### src/rtl/mode7_frame_sequencer.sv
// Mode 7 frame sequencer: turns rising edges of the 60 Hz frame tick into camera
// parameter updates handed to the renderer over valid/ready, and counts dropped ticks.
module mode7_frame_sequencer #(
    parameter int unsigned ANGLE_W = 8,
    parameter int unsigned POS_W   = 16,
    parameter int unsigned VEL_W   = 8,
    parameter int unsigned FRAME_W = 16,
    parameter int unsigned OVR_W   = 8
) (
    input  logic               clk,
    input  logic               reset,
    input  logic               tick_in,
    input  logic               enable,
    input  logic [ANGLE_W-1:0] angle_step,
    input  logic [VEL_W-1:0]   vel_x,
    input  logic [VEL_W-1:0]   vel_y,
    output logic               frame_valid,
    input  logic               frame_ready,
    input  logic               render_done,
    output logic [FRAME_W-1:0] frame_num,
    output logic [ANGLE_W-1:0] angle,
    output logic [POS_W-1:0]   pos_x,
    output logic [POS_W-1:0]   pos_y,
    output logic               busy,
    output logic [OVR_W-1:0]   overrun_cnt
);

    typedef enum logic [1:0] {
        IDLE = 2'd0,
        REQ  = 2'd1,
        BUSY = 2'd2
    } state_t;

    state_t             state_q, state_d;
    logic               tick_q;
    logic               valid_q, valid_d;
    logic [FRAME_W-1:0] frame_q, frame_d;
    logic [ANGLE_W-1:0] angle_q, angle_d;
    logic [POS_W-1:0]   pos_x_q, pos_x_d;
    logic [POS_W-1:0]   pos_y_q, pos_y_d;
    logic [OVR_W-1:0]   ovr_q, ovr_d;

    logic               rise;
    logic [POS_W-1:0]   vx_ext;
    logic [POS_W-1:0]   vy_ext;

    assign rise   = tick_in & ~tick_q;
    assign vx_ext = POS_W'($signed(vel_x));
    assign vy_ext = POS_W'($signed(vel_y));

    always_ff @(posedge clk) begin
        if (!reset) begin
            state_q <= IDLE;
            // Divider output is high out of reset; start high so no false edge.
            tick_q  <= 1'b1;
            valid_q <= 1'b0;
            frame_q <= '0;
            angle_q <= '0;
            pos_x_q <= '0;
            pos_y_q <= '0;
            ovr_q   <= '0;
        end else begin
            state_q <= state_d;
            tick_q  <= tick_in;
            valid_q <= valid_d;
            frame_q <= frame_d;
            angle_q <= angle_d;
            pos_x_q <= pos_x_d;
            pos_y_q <= pos_y_d;
            ovr_q   <= ovr_d;
        end
    end

    always_comb begin
        state_d = state_q;
        valid_d = valid_q;
        frame_d = frame_q;
        angle_d = angle_q;
        pos_x_d = pos_x_q;
        pos_y_d = pos_y_q;
        ovr_d   = ovr_q;

        unique case (state_q)
            IDLE: begin
                if (rise && enable) begin
                    angle_d = angle_q + angle_step;
                    pos_x_d = pos_x_q + vx_ext;
                    pos_y_d = pos_y_q + vy_ext;
                    frame_d = frame_q + FRAME_W'(1);
                    valid_d = 1'b1;
                    state_d = REQ;
                end
            end
            REQ: begin
                if (frame_ready) begin
                    valid_d = 1'b0;
                    state_d = BUSY;
                end
            end
            BUSY: begin
                if (render_done) begin
                    state_d = IDLE;
                end
            end
            default: begin
                valid_d = 1'b0;
                state_d = IDLE;
            end
        endcase

        // A tick arriving mid-frame is dropped, never queued.
        if (rise && (state_q != IDLE) && (ovr_q != '1)) begin
            ovr_d = ovr_q + OVR_W'(1);
        end
    end

    assign frame_valid = valid_q;
    assign frame_num   = frame_q;
    assign angle       = angle_q;
    assign pos_x       = pos_x_q;
    assign pos_y       = pos_y_q;
    assign busy        = (state_q != IDLE);
    assign overrun_cnt = ovr_q;

endmodule

### config.mk
export PLATFORM = sky130hd
export DESIGN_NAME = mode7_frame_sequencer
export DESIGN_NICKNAME = d
export VERILOG_FILES = /design/src/rtl/mode7_frame_sequencer.sv
export SDC_FILE = /design/constraint.sdc
export NUM_CORES = 1
export LEC_CHECK = 0
export BUFFER_PORTS_ARGS = -buffer_cell sky130_fd_sc_hd__buf_2
export CORE_UTILIZATION = 30
export CTS_BUF_LIST = sky130_fd_sc_hd__clkbuf_2
export CTS_CLUSTER_SIZE = 12
export DETAILED_ROUTE_END_ITERATION = 10
export PLACE_DENSITY = 0.45
export SYNTH_ARGS = -nofsm -noshare
export SYNTH_HDL_FRONTEND = slang
export SYNTH_SLANG_ARGS = --single-unit
### constraint.sdc
create_clock -name clk -period 3.4 [get_ports clk]
set_clock_uncertainty 0.2 [all_clocks]
set_input_delay 0.68 -clock clk [delete_from_list [all_inputs] [get_ports clk]]
set_output_delay 0.68 -clock clk [all_outputs]
set_load 0.1 [all_outputs]
Yosys cells after proc, flatten, opt, wreduce, memory -nomap -nowiden
Index checks and enable logic that the tools add are counted.
Word-level totals
  bits in registers: 68
  output and inout port bits: 66
  logic and storage cells: 37
Operators by class
  add/sub/neg operators: 5
  eq/ne operators: 6
  mux-type cells: 7
  bitwise operators: 3
  reductions and logical operators: 8
Operator list (count)
  16-bit adder: 2
  16-bit by 1-bit adder with 16-bit output (second input constant): 1
  8-bit by 1-bit adder with 8-bit output (second input constant): 1
  8-bit adder: 1
  8-bit != test (second input constant): 1
  2-bit 2-to-1 mux: 3
  2-bit != test (second input constant): 3
  2-bit one-hot mux with 3 select lines: 1
  3-bit AND reduction: 2
  1-bit logical AND: 3
  1-bit one-hot mux with 3 select lines: 1
  2-bit by 1-bit == test with 1-bit output (second input constant): 1
  2-bit == test (second input constant): 1
  2-bit zero test: 1
  1-bit 2-to-1 mux: 2
  1-bit inverter: 2
  2-bit AND reduction: 1
  2-bit nonzero test: 1
  1-bit bitwise AND: 1

Longest topological paths before layout
  depth after elaboration: 5
  mapped depth: 8

Least setup slack after synthesis
Ideal clock, no wire load.
  kind: reg-to-reg
  from: register pos_x_q[7] (netlist: pos_x[7])
  to: register pos_x_q[14] (netlist: pos_x[14])
  setup time: 0.122 ns
  arrival time: 2.663 ns
  setup slack: 0.415 ns
  cell stages (with the launch flop): 8
  buffers on the path: 0
  period minus slack after synthesis: 2.985 ns
  cell sequence: dfxtp_1 ha_1 a21oi_1 nor2_1 a211oi_1 a21oi_1 o2111a_1 a311o_1
Between the ends
  word-level cells in the longest chain between the ends: 1
Ends and longest elaborated chain
  from (decl): RTL line 39  | logic [POS_W-1:0] pos_x_q, pos_x_d;
  from (signal assigned): RTL line 68  | pos_x_q <= pos_x_d;
  16-bit adder: RTL line 87  | pos_x_d = pos_x_q + vx_ext;
Every way passes these cells.
A chain may end at the register's enable or synchronous reset.

Worst setup path in the final report
  from: register pos_x_q[0] (netlist: pos_x[0])
  to: register pos_x_q[14] (netlist: pos_x[14])
Same word-level chain as after synthesis.

==> flow_summary.ini <==
[min_path]
min-delay-start = tick_in
min_to = tick_q$_SDFF_PN1_
holdCritPathClass = primary input to flop
whs_path_depth = 2

[setup_path]
worst-r2r-setup-slack_ns = 0.84
crit_path_start_kind = flop
reg2reg_depth = 8
reg2reg_from = pos_x[0]$_SDFFE_PN0P_
cp_max_fo = 3
slowest_delay_ns = 0.45
cp_cell_sequence = ha_1, fa_1, a21oi_1, o21ai_0, o21ai_0, a21oi_1, o2111a_1, a311o_1
crit_path_end_kind = flop
critical_path_class = flop to flop
slowest_stage = fa_1
critical_path.top_delay_family = compound AO/OA/AOI/OAI gates
worstPathArrival_ns = 2.84
rr_endpoint = pos_x[14]$_SDFFE_PN0P_
crit_buf_inv = 0
cp.required_ns = 3.68

[yosys]
yosys_warnings = 0
synthTopCellsByCount = nand2_1 (74), dfxtp_1 (68), a21oi_1 (58)
synthArstFlopShare_pct = 0
synth_top_area_share_pct = 31.74
yosysTopAreaCell = dfxtp_1
synth-edff-count = 0
syn-num-nets = 611
syn_inst = 539
ys_top_cells_by_area = dfxtp_1 (32%), ha_1 (11%), a21oi_1 (6.8%)
synthFlopType = dfxtp_1
synth_area_sq_mm = 0.004289
synth_seq_cells = 68
ys_types = 50
synthMostInstantiatedCell = nand2_1
syn-mean-instance-area_sq_um = 7.958
yosysSeqAreaShare_pct = 31.74

[routing]
avgRoutedWirePerCell_microns = 14.14
routed_via_density = 4.977
drc = 0
ant_nets = 0
first_pass_iters = 4
wirelength_mm = 11.48
vias = 4041
dr.first_iter.drc_count = 225

[layout]
postLayoutCoreUtil_pct = 36.28
nets = 699
syn2layout_area_growth_pct = 17.85
insertedDiodeCount = 0
final_layout_size_suffix_gt1_share_pct = 19.46

[cts]
cts_tree = yes
cts_buffer_depth = 2
numCtsBuffers = 9
postCtsSetupBuffers = 0
cts_resized = 0
clkLatencyLatePin_ns = 0.57
cts.sinks = 68
cts.htree.levels = 3
root_buffer = clkbuf_2
clk_pin_slew_ns = 0.21
cts.hold.buffers_added = 0

[floorplan]
dieHeight_microns = 121.6
pin_count = 96
core-area_sq_mm = 0.01393
fp-row-count = 43
floorplan.initialDensity_pct = 30.78
die_x_microns = 121.6
dieArea_sq_mm = 0.01478

[timing]
tightest_slew_ns = 0.7308
period_minus_slack_ns = 2.556
hold_viol_final = 0
fin_setup_tns_ns = 0
fmax_mhz = 391.3
rsz0062_at_grt = false
setup_viol = 0
fin_crit_sh_pct = 75.17
max_slew_margin_pct = 51.21
timing.final.max_slew_violations = 0

[pwr]
sw_frac_of_total_pct = 35.12
power_frac_seq_pct = 49.9
p_int_uw = 1076
powerDensity_mw_per_mm2 = 328.0
pwr-share-comb_pct = 20.3
fin_total_pwr_uw = 1658
power.switching_uw = 582.2
p_leak_uw = 0.002305
clkPwrFrac_pct = 29.8
ir_drop_v = 0.0001754

[global_route]
gr-total-overflow = 0
grt_usage_pct = 16.40
grt_pass1_wl_mm = 18.89
antenna_found_initial = 1
grt_max_degree = 38
grt_pass1_vias = 3802

[placed_design]
dp_hpwl_mm = 8.485
port_buffers = 95
finalWeightedCongestion = 0.8062

[status]
status = finished clean

[flow_run]
drv_cap = 0
## state kept, by name, summed over array words and instances, names as in the netlist
register     cells
angle            8
frame_num       16
frame_valid      1
overrun_cnt      8
pos_x           16
pos_y           16
state_q          2
tick_q           1
## power by group through the flow
stage	clock (uW)	combinational [uW]	sequential, uW
2_1_floorplan	0	162	939
3_5_place_dp	0	337	843
4_1_cts	529	339	828
5_1_grt	560	370	831
3_3_place_gp	0	336	843
6_report	494	337	827
## cell type report
cell class | instances | area (sq um)
Fill cell | 1512 | 8880
Multi-Input combinational cell | 434 | 2779
Sequential cell | 68 | 1361
Timing Repair Buffer | 103 | 535.5
Tap cell | 180 | 225.2
Clock inverter | 7 | 67.56
Clock buffer | 9 | 45.04
Inverter | 11 | 41.29
## worst max path at each step
stage,startpoint,end,cells after the start
CTS,state_q[0]$_SDFFE_PN0P_,busy,2
global placement,vel_x[0],pos_x[14]$_SDFFE_PN0P_,9
floorplan,pos_x[7]$_SDFFE_PN0P_,pos_x[14]$_SDFFE_PN0P_,7
global route,pos_y[0]$_SDFFE_PN0P_,pos_y[14]$_SDFFE_PN0P_,8
detailed placement,vel_x[0],pos_x[14]$_SDFFE_PN0P_,9
finish,pos_x[0]$_SDFFE_PN0P_,pos_x[14]$_SDFFE_PN0P_,8
## worst register-to-register path, stage by stage (launching register included)
cell and delay (ns):
dfxtp_1 0.39, ha_1 0.22, fa_1 0.45, a21oi_1 0.16, o21ai_0 0.14, o21ai_0 0.24, a21oi_1 0.12, o2111a_1 0.26
a311o_1 0.30
## routing by layer
| metal | global-route usage, % | wire length [microns] |
|---|---|---|
| met5 | 0 | 10 |
| met4 | 4.861 | 150 |
| met3 | 4.822 | 489 |
| met2 | 26.81 | 5237 |
| met1 | 20.75 | 5595 |
## logic make-up (layout without fill, tap and decap cells)
family	after synthesis	count (layout)	share of synthesized area, %
DFF	68	68	31.74
and+or+nand+nor	213	213	23.83
adders and majority gates	42	42	12.78
xor gates and xnor gates	36	36	7.351
muxes	8	8	1.867
buffers and inverters	37	130	3.471
AOI/OAI and AO/OA	135	135	18.96
## through the flow
| stage | std cells | hold WS, ns | setup WS (ns) | area, sq um |
|---|---|---|---|---|
| CTS | 812 | 0.04838 | 0.7871 | 5055 |
| floorplan | 539 | 0.3091 | 0.4153 | 4289 |
| detailed placement | 796 | 0.2641 | 0.3806 | 4942 |
| global placement | 796 | 0.2489 | 0.4260 | 4942 |
| finish | 812 | 0.1186 | 0.8441 | 5055 |
| global route | 812 | 0.04831 | 0.6769 | 5055 |
## placed cells by master (no fill, tap or decap), types with 2 or more instances in the layout
cell type and count:
xor2_1 15, o21a_1 4, buf_2 95, ha_1 39, nand4b_1 3, o21bai_1 5
a31oi_1 3, o21ai_0 26, o31ai_1 3, or3_1 7, clkinv_2 2, nor3_1 13
nand2b_1 4, clkbuf_2 9, or2_1 2, and2_1 4, buf_4 8, and3_1 6
inv_1 10, nor2_1 47, a211oi_1 8, mux2i_1 8, nand3b_1 2, o2111ai_1 2
xnor2_1 21, nand3_1 28, fa_1 3, nand2_1 74, a21oi_1 58, nand4_1 16
clkinvlp_4 2, a21o_1 11, dfxtp_1 68, o211ai_1 6
No activity file was read; power rests on OpenSTA's default activity.
